--- src/rtl/yacc_pkg.sv ---
// Shared definitions for the YACC access scheduler: address field positions and FSM encoding.
package yacc_pkg;

   localparam int unsigned TAG_LSB = 11;
   localparam int unsigned SET_LSB = 8;
   localparam int unsigned BLK_LSB = 6;

   typedef enum logic [1:0] {
      StIdle   = 2'd0,
      StLookup = 2'd1,
      StFill   = 2'd2,
      StResp   = 2'd3
   } state_e;

endpackage

--- src/rtl/yacc_rr_arbiter.sv ---
// Combinational round-robin pick: first asserted request at or after ptr, wrapping.
module yacc_rr_arbiter #(
   parameter int unsigned NUM_REQ = 2,
   parameter int unsigned IDX_W   = (NUM_REQ > 1) ? $clog2(NUM_REQ) : 1
) (
   input  logic [NUM_REQ-1:0] req,
   input  logic [IDX_W-1:0]   ptr,
   output logic [NUM_REQ-1:0] grant,
   output logic [IDX_W-1:0]   idx,
   output logic               any
);

   int unsigned cand;

   always_comb begin
      grant = '0;
      idx   = '0;
      any   = 1'b0;
      cand  = 0;
      for (int unsigned k = 0; k < NUM_REQ; k++) begin
         cand = (32'(ptr) + k) % NUM_REQ;
         if (!any && req[cand]) begin
            grant[cand] = 1'b1;
            idx         = IDX_W'(cand);
            any         = 1'b1;
         end
      end
   end

endmodule

--- src/rtl/yacc_access_scheduler.sv ---
// Shares the single YACC cache lookup port among NUM_REQ requesters; one access in flight,
// round-robin grant, lookup / miss fill / response sequencing and saturating hit/miss counters.
module yacc_access_scheduler
   import yacc_pkg::*;
#(
   parameter int unsigned NUM_REQ = 2,
   parameter int unsigned ADDR_W  = 32,
   parameter int unsigned CNT_W   = 16
) (
   input  logic                      clock,
   input  logic                      reset,
   input  logic [NUM_REQ-1:0]        req_valid,
   input  logic [NUM_REQ*ADDR_W-1:0] req_addr,
   output logic [NUM_REQ-1:0]        req_ready,
   output logic [NUM_REQ-1:0]        resp_valid,
   output logic                      resp_hit,
   output logic [ADDR_W-1:0]         cache_addr,
   output logic                      cache_lookup,
   input  logic                      cache_done,
   input  logic                      cache_hit,
   output logic                      fill_start,
   input  logic                      fill_done,
   output logic [CNT_W-1:0]          hit_count,
   output logic [CNT_W-1:0]          miss_count
);

   localparam int unsigned IDX_W = (NUM_REQ > 1) ? $clog2(NUM_REQ) : 1;

   state_e               state_q, state_d;
   logic [IDX_W-1:0]     ptr_q, ptr_d;
   logic [IDX_W-1:0]     idx_q, idx_d;
   logic [ADDR_W-1:0]    addr_q, addr_d;
   logic                 lookup_q, lookup_d;
   logic                 fill_q, fill_d;
   logic [NUM_REQ-1:0]   resp_valid_q, resp_valid_d;
   logic                 resp_hit_q, resp_hit_d;
   logic [CNT_W-1:0]     hit_q, hit_d;
   logic [CNT_W-1:0]     miss_q, miss_d;

   logic [NUM_REQ-1:0]   grant;
   logic [IDX_W-1:0]     grant_idx;
   logic                 grant_any;
   logic [ADDR_W-1:0]    sel_addr;

   yacc_rr_arbiter #(
      .NUM_REQ (NUM_REQ),
      .IDX_W   (IDX_W)
   ) u_arb (
      .req   (req_valid),
      .ptr   (ptr_q),
      .grant (grant),
      .idx   (grant_idx),
      .any   (grant_any)
   );

   // Ready is the arbiter pick, only offered while idle.
   assign req_ready = (state_q == StIdle) ? grant : '0;

   always_comb begin
      state_d      = state_q;
      ptr_d        = ptr_q;
      idx_d        = idx_q;
      addr_d       = addr_q;
      lookup_d     = 1'b0;
      fill_d       = 1'b0;
      resp_valid_d = '0;
      resp_hit_d   = 1'b0;
      hit_d        = hit_q;
      miss_d       = miss_q;
      sel_addr     = '0;
      for (int unsigned i = 0; i < NUM_REQ; i++) begin
         if (grant[i]) sel_addr = req_addr[i*ADDR_W +: ADDR_W];
      end
      unique case (state_q)
         StIdle: begin
            if (grant_any) begin
               state_d  = StLookup;
               idx_d    = grant_idx;
               addr_d   = sel_addr;
               ptr_d    = (grant_idx == IDX_W'(NUM_REQ - 1)) ? '0 : grant_idx + IDX_W'(1);
               lookup_d = 1'b1;
            end
         end
         StLookup: begin
            if (cache_done) begin
               if (cache_hit) begin
                  state_d             = StResp;
                  resp_valid_d[idx_q] = 1'b1;
                  resp_hit_d          = 1'b1;
                  hit_d = (hit_q == {CNT_W{1'b1}}) ? hit_q : hit_q + CNT_W'(1);
               end else begin
                  state_d = StFill;
                  fill_d  = 1'b1;
                  miss_d  = (miss_q == {CNT_W{1'b1}}) ? miss_q : miss_q + CNT_W'(1);
               end
            end
         end
         StFill: begin
            if (fill_done) begin
               state_d             = StResp;
               resp_valid_d[idx_q] = 1'b1;
            end
         end
         StResp: state_d = StIdle;
         default: state_d = StIdle;
      endcase
   end

   always_ff @(posedge clock or posedge reset) begin
      if (reset) begin
         state_q      <= StIdle;
         ptr_q        <= '0;
         idx_q        <= '0;
         addr_q       <= '0;
         lookup_q     <= 1'b0;
         fill_q       <= 1'b0;
         resp_valid_q <= '0;
         resp_hit_q   <= 1'b0;
         hit_q        <= '0;
         miss_q       <= '0;
      end else begin
         state_q      <= state_d;
         ptr_q        <= ptr_d;
         idx_q        <= idx_d;
         addr_q       <= addr_d;
         lookup_q     <= lookup_d;
         fill_q       <= fill_d;
         resp_valid_q <= resp_valid_d;
         resp_hit_q   <= resp_hit_d;
         hit_q        <= hit_d;
         miss_q       <= miss_d;
      end
   end

   assign resp_valid   = resp_valid_q;
   assign resp_hit     = resp_hit_q;
   assign cache_addr   = addr_q;
   assign cache_lookup = lookup_q;
   assign fill_start   = fill_q;
   assign hit_count    = hit_q;
   assign miss_count   = miss_q;

endmodule
--- config.mk ---
export PLATFORM = sky130hd
export DESIGN_NAME = yacc_access_scheduler
export DESIGN_NICKNAME = d
export VERILOG_FILES = /design/src/rtl/yacc_pkg.sv /design/src/rtl/yacc_rr_arbiter.sv /design/src/rtl/yacc_access_scheduler.sv
export SDC_FILE = /design/constraint.sdc
export NUM_CORES = 1
export LEC_CHECK = 0
export CELL_PAD_IN_SITES_DETAIL_PLACEMENT = 1
export CELL_PAD_IN_SITES_GLOBAL_PLACEMENT = 2
export CORE_MARGIN = 3
export CORE_UTILIZATION = 23
export CTS_CLUSTER_SIZE = 14
export DETAILED_ROUTE_END_ITERATION = 7
export MAX_ROUTING_LAYER = met4
export PLACE_DENSITY = 0.75
export SYNTH_ARGS = -nofsm -noshare
export SYNTH_HDL_FRONTEND = slang
export SYNTH_SLANG_ARGS = --single-unit
--- constraint.sdc ---
create_clock -name clock -period 2.43 [get_ports clock]
set_clock_uncertainty 0.15 [all_clocks]
set_input_delay 0.486 -clock clock [delete_from_list [all_inputs] [get_ports clock]]
set_output_delay 0.486 -clock clock [all_outputs]
set_load 0.005 [all_outputs]
==> results by group, run 1 <==
Status
  – Status: completed

Critical path
  – Crit path arrival time: 1.70 ns
  – Crit Path Max Fanout: 4
  – Type of origin of the critical path: primary input
  – Worst Path Required: 1.79 ns
  – Setup crit end kind: output port
  – Critical Path Start: req_valid[0]
  – Critical setup path kind: primary input to output port
  – RR Startpoint: state_q[1]$_DFFE_PP0P_

Cells and area
  – Post-route insts no fill: 665
  – Fin util: 0.384
  – Commonest non-fill, non-tap cell in the layout: clkdlybuf4s50_1
  – Fillcell total: 1624
  – Layout cell share with drive strength beyond 1: 0.0907
  – Antenna fix cells: 0
  – Area Overhead vs Synth: 58.8%
  – Most frequent cells in the layout: clkdlybuf4s50_1 (138), dfrtp_1 (73), nand2_1 (46)
  – Final nets: 559

Logic synthesis
  – Avg Synthesized Cell Area: 10.3 um2
  – Ys Warns: 0
  – Synthesized Nets: 409
  – Post-synthesis compound-gate area fraction: 0.161
  – Register area share after synthesis: 0.533
  – Mux share of post-synthesis cell area: 0.0109
  – Post-synthesis simple-gate area fraction: 0.185
  – Unique cell type count in the Yosys netlist: 42
  – Synth Register Bits: 73
  – Largest family of logic cells by synthesized area: simple AND/OR/NAND/NOR gates
  – Netlist Area Pre-Place: 3430 um2
  – Post-Syn Instances: 332
  – Post-Synth Adder-Cell Area: 0.0219
  – XOR/XNOR Fraction of Synth Area: 0.0587

Timing
  – Slew of the pin with the lowest slew margin: 0.557 ns
  – Final setup vio count: 0
  – Unrepaired setup endpoints after global routing: no
  – Hold WS: 0.330 ns
  – Count of pins over their slew limit: 0
  – Final Hold Viols: 0
  – Worst rel slew slack: 0.629
  – Final min period: 2.33 ns
  – Fin crit share: 0.960
  – Fmax: 429 MHz
  – Final WS setup: 0.0964 ns

Place
  – Routability Congestion: 0.761
  – Place WS: -0.156 ns
  – Cell total after placement: 648
  – Post-DP HPWL: 7.90 mm
  – # port buffers: 141

CTS
  – Post-CTS Hold Buffers: 0
  – Clock-pin slew on the worst setup and hold paths: 0.05 ns
  – Clock Sinks: 73
  – TritonCTS buffer count: 9
  – Maximum buffer depth of the clock tree: 2
  – Clk Latency, worst-skew pair: 0.34 ns
  – CTS Root Cell: clkbuf_16
  – CTS tree: done
  – CTS HTree Levels: 3

Routing
  – TritonRoute pass-1 iters: 4
  – Via density: 4.69
  – Drt wl/cell: 15.8 um
  – DRT antenna net count: 0
  – # DRC: 0
  – Detailed Route WL: 10.5 mm
  – Vias: 3116
  – Initial detailed-routing violation count: 122

Power and ir drop
  – Leak: 2.39 nW
  – Power Density: 888 nW/um2
  – Max IR drop VDD: 578 uV

GRT
  – Met3 GRT Util: 0.0404
  – GRT Total Usage: 0.137
  – Grt total ovfl: 0
  – First-pass GRT wire length: 17.2 mm
  – Layer with the highest usage: met2
  – Largest net degree at the start of global routing: 67
  – Antenna violations before repair: 0
  – Met1 usage in global routing: 0.172
  – Vias in the first global route: 3381
  – Routing usage on met2: 0.205

Hold path
  – Hold Crit Class: register to register
  – Launch point of the worst hold path: cache_addr[29]$_DFFE_PP0P_

Run
  – Max cap viols: 0

Floorplanning
  – Die Area: 16400 um2
  – Die height: 128 um
  – Die X: 128 um
  – Std-Cell Rows: 43
  – Initial core utilization: 0.241
  – Top Ports: 142
  – CORE AREA: 14200 um2
## cells by family (layout without fill, tap and decap cells)
| kind of cell | Yosys count | count (layout) |
|---|---|---|
| flops | 73 | 73 |
| fa+ha+maj | 6 | 6 |
| xor+xnor | 23 | 23 |
| simple gates | 114 | 114 |
| compound gates | 87 | 87 |
| mux | 3 | 3 |
| buf+inv | 26 | 179 |
## metrics by stage
step / total power [mW] / area (um2) / setup TNS (ns)
final: 4.84 / 5450 / 0
after floorplan: 2.46 / 3430 / 0
after global placement: 3.46 / 5130 / -0.233
after CTS: 4.92 / 5440 / 0
after global routing: 5.20 / 5450 / 0
after detailed placement: 3.51 / 5130 / -0.305
## synth_stat cells
master / instances / area share
nand4b_1: 1 / 0.0026
dfrtp_1: 73 / 0.53
nand4_1: 7 / 0.013
or2_2: 1 / 0.0018
a41oi_1: 2 / 0.0051
nor3_2: 1 / 0.0029
xor2_1: 16 / 0.041
or2_1: 1 / 0.0018
and4_1: 6 / 0.015
nand2_1: 46 / 0.050
ha_1: 6 / 0.022
a21boi_1: 2 / 0.0044
xnor2_1: 7 / 0.018
and2_1: 2 / 0.0036
nor4_1: 2 / 0.0036
inv_1: 11 / 0.012
mux2_4: 1 / 0.0044
nand3_2: 2 / 0.0058
a222oi_1: 1 / 0.0029
buf_2: 3 / 0.0044
nand4_4: 1 / 0.0062
nor3b_1: 1 / 0.0022
nand3b_1: 1 / 0.0022
nor2_1: 8 / 0.0088
o21ai_0: 36 / 0.053
nor4_4: 2 / 0.012
mux2_1: 2 / 0.0066
clkbuf_1: 12 / 0.013
a22oi_1: 33 / 0.072
nand3_1: 13 / 0.019
a21o_1: 1 / 0.0022
a31oi_1: 3 / 0.0055
a21oi_1: 5 / 0.0073
and3_1: 5 / 0.0091
o2111ai_1: 1 / 0.0026
nor4b_1: 1 / 0.0026
a211oi_1: 2 / 0.0044
nand4_2: 1 / 0.0036
nor3_1: 10 / 0.015
o21a_1: 1 / 0.0022
or3_1: 1 / 0.0018
nor2_2: 1 / 0.0018
## cell type report
type	instances	area, um2	area share
inverters	11	45.0	0.00827
flip-flops and latches	73	1830	0.335
well taps	180	225	0.0413
clock buffers	10	239	0.0439
multi-input cells	233	1530	0.281
repair buffers	154	1530	0.282
clock inverters	4	45.0	0.00827
## flip-flops by register name, summed over array words and instances, names as in the netlist
name,count
cache_lookup,1
resp_hit,1
hit_count,16
resp_valid,2
state_q,2
ptr_q,1
cache_addr,32
idx_q,1
miss_count,16
fill_start,1
## worst paths after layout
path / slack [ns] / cells after the start / endpoint
min reg2reg: 0.33 / 2 / cache_addr[29]$_DFFE_PP0P_
max in group asynchronous: 1.47 / 3 / miss_count[9]$_DFFE_PP0P_
min in group asynchronous: 0.44 / 3 / cache_addr[24]$_DFFE_PP0P_
max reg2reg: 0.33 / 9 / hit_count[3]$_DFFE_PP0P_
max: 0.1 / 4 / req_ready[0]
min: 0.33 / 2 / cache_addr[29]$_DFFE_PP0P_
## power by group
part / leakage [nW] / total [mW] / internal, mW / switching, mW
Sequential: 0.955 / 1.80 / 1.55 / 0.245
Clock: 0.144 / 1.30 / 0.805 / 0.493
Combinational: 1.29 / 1.74 / 0.976 / 0.765
Total: 2.39 / 4.84 / 3.33 / 1.50
## per-layer routing
metal	wire (um)	part of all wire	up-vias
met5	0	0	-
met4	208	0.020	0
met3	758	0.072	14
met2	4890	0.47	101
met1	4630	0.44	1500
li1	-	-	1501
## worst max-delay path, stage by stage
cell and delay, ns:
dlygate4sd2_1 0.34, a21boi_2 0.21, and2_1 0.16, clkdlybuf4s50_1 0.50
## what timing repair did
action,in CTS,in global routing
setup endpoints to repair,2,1
resized for setup,6,1
gates cloned,0,0
pin swaps,1,1
buffers inserted,2,1
Power figures use the tool's default switching activity.
==> run 2, diff against run 1 <==
--- a/config.mk
+++ b/config.mk
@@ -11,6 +11,7 @@
 export CORE_UTILIZATION = 23
 export CTS_CLUSTER_SIZE = 14
 export DETAILED_ROUTE_END_ITERATION = 7
+export GPL_TIMING_DRIVEN = 0
 export MAX_ROUTING_LAYER = met4
 export PLACE_DENSITY = 0.75
 export SYNTH_ARGS = -nofsm -noshare
==> run 2 against run 1 <==
Against the previous run:
- via count is 2.1% higher
- sequential share of layout area decreased by 0.14 points
- hold slack worse by 0.00065 ns
- cell area increased by 0.41%
- sequential power barely moved
==> results by group, run 2 (same netlist as run 1, synthesis figures left out) <==
CTS
  – Post-CTS Hold Buffers: 0
  – CTS tree: done
  – Maximum buffer depth of the clock tree: 2
  – Clock-pin slew on the worst setup and hold paths: 0.06 ns
  – CTS HTree Levels: 3
  – CTS Root Cell: clkbuf_16
  – Clock Sinks: 73
  – TritonCTS buffer count: 9
  – Clk Latency, worst-skew pair: 0.34 ns

Power and ir drop
  – Power Density: 899 nW/um2
  – Leak: 2.39 nW
  – Max IR drop VDD: 349 uV

GRT
  – First-pass GRT wire length: 17.9 mm
  – Antenna violations before repair: 1
  – GRT Total Usage: 0.143
  – Vias in the first global route: 3459
  – Grt total ovfl: 0
  – Largest net degree at the start of global routing: 38

Cells and area
  – Layout cell share with drive strength beyond 1: 0.0869
  – Area Overhead vs Synth: 59.5%
  – Max FFs per register: 32
  – Most frequent cells in the layout: clkdlybuf4s50_1 (137), dfrtp_1 (73), nand2_1 (46)
  – Final nets: 568
  – Final instance area: 5470 um2
  – Fin util: 0.385
  – Commonest non-fill, non-tap cell in the layout: clkdlybuf4s50_1

Routing
  – # DRC: 0
  – Drt wl/cell: 16.2 um
  – Vias: 3181
  – Detailed Route WL: 10.9 mm
  – Initial detailed-routing violation count: 69
  – Via density: 4.71
  – TritonRoute pass-1 iters: 4
  – DRT antenna net count: 0

Floorplanning
  – Top Ports: 142
  – Std-Cell Rows: 43
  – Initial core utilization: 0.241
  – Die X: 128 um
  – Die height: 128 um
  – CORE AREA: 14200 um2
  – Die Area: 16400 um2

Timing
  – Setup Total Neg Slack: 0 ns
  – Final setup vio count: 0
  – Unrepaired setup endpoints after global routing: no
  – Final min period: 2.21 ns
  – Fin crit share: 0.908
  – Slew of the pin with the lowest slew margin: 0.850 ns
  – Hold WS: 0.329 ns
  – Fmax: 453 MHz
  – Final WS setup: 0.223 ns
  – Count of pins over their slew limit: 0
  – Final Hold Viols: 0
  – Worst rel slew slack: 0.432

Critical path
  – Critical setup path kind: register to output port
  – Crit path arrival time: 1.57 ns
  – Worst Path Required: 1.79 ns
  – CP peak stage delay: 0.39 ns
  – Reg2Reg Depth: 6
  – Type of origin of the critical path: register
  – R2R Path End: miss_count[12]$_DFFE_PP0P_
  – Cell family with most CP delay: buffers and inverters
  – RR Startpoint: state_q[1]$_DFFE_PP0P_
  – Slowest cell on crit path: dfrtp_1
  – Setup crit end kind: output port
  – Worst Path Buf+Inv: 4
  – Critical Path Start: state_q[0]$_DFFE_PP0P_
  – R2R setup slack: 0.28 ns
  – Crit Path Max Fanout: 10
  – Critical Path, Cell by Cell: inv_2 -> ha_4 -> o21ai_2 -> buf_4 -> inv_1 -> and2_1 -> clkbuf_2

Run
  – Max cap viols: 0

Hold path
  – Launch point of the worst hold path: cache_addr[27]$_DFFE_PP0P_
  – Hold Path Cell Cnt: 2
  – Hold Crit Class: register to register
  – Worst hold endpoint: cache_addr[27]$_DFFE_PP0P_

Status
  – Status: completed

Place
  – Place WS: -0.901 ns
  – DP Area: 5090 um2
  – Routability Congestion: 0.787
  – Post-DP HPWL: 8.38 mm
  – # port buffers: 141
## run 2: how the worst max path moves through the flow
stage / end / slack [ns] / cells after the start
6_report: req_ready[1] / 0.22 / 7
5_1_grt: req_ready[1] / 0.07 / 7
4_1_cts: req_ready[1] / 0.03 / 7
3_5_place_dp: req_ready[1] / -0.90 / 5
3_3_place_gp: req_ready[1] / -0.83 / 5
2_1_floorplan: hit_count[1]$_DFFE_PP0P_ / 0.53 / 6
## run 2: metal layers
| metal | track usage | wire [um] | up-vias |
|---|---|---|---|
| met3 | 0.0467 | 829 | 13 |
| met5 | - | 0 | - |
| li1 | - | - | 1515 |
| met2 | 0.222 | 5160 | 101 |
| met4 | 0.0524 | 176 | 0 |
| met1 | 0.174 | 4750 | 1552 |
## run 2: area by class of cell
cell class	count	area, um2
clock inverters	3	40.0
inverters	11	45.0
plain buffers	15	66.3
clock buffers	12	256
repair buffers	148	1470
flip-flops and latches	73	1830
fillers	1647	8730
multi-input cells	233	1540
well taps	180	225
diodes	1	2.50
## run 2: power breakdown
| group | internal [mW] | switching (mW) |
|---|---|---|
| logic | 0.975 | 0.802 |
| clock network | 0.842 | 0.500 |
| registers | 1.55 | 0.247 |
| total | 3.37 | 1.55 |
## run 2: timing repair
item | CTS | global route
pin swaps | 1 | 0
setup buffers | 3 | 3
setup endpoints to repair | 2 | 1
resized for setup | 17 | 2
## run 2: worst register-to-register path: stages (launching register included)
cell	delay, ns
dfrtp_1	0.40
inv_2	0.11
ha_1	0.30
nand4b_1	0.23
nor3_1	0.52
nand3_1	0.18
xnor2_1	0.15
## run 2: per-stage QoR
step                      power [mW]  cells
after detailed placement        3.52    654
final                           4.92    676
after CTS                       4.98    672
after global placement          3.45    653
after floorplan                 2.46    332
after global routing            5.29    676
==> run 3, diff against run 2 <==
--- a/config.mk
+++ b/config.mk
@@ -9,6 +9,7 @@
 export CELL_PAD_IN_SITES_GLOBAL_PLACEMENT = 2
 export CORE_MARGIN = 3
 export CORE_UTILIZATION = 23
+export CTS_CLUSTER_DIAMETER = 120
 export CTS_CLUSTER_SIZE = 14
 export DETAILED_ROUTE_END_ITERATION = 7
 export GPL_TIMING_DRIVEN = 0
==> results of run 3 <==
The final DEF is identical to that of run 2; final timing and power are the same.
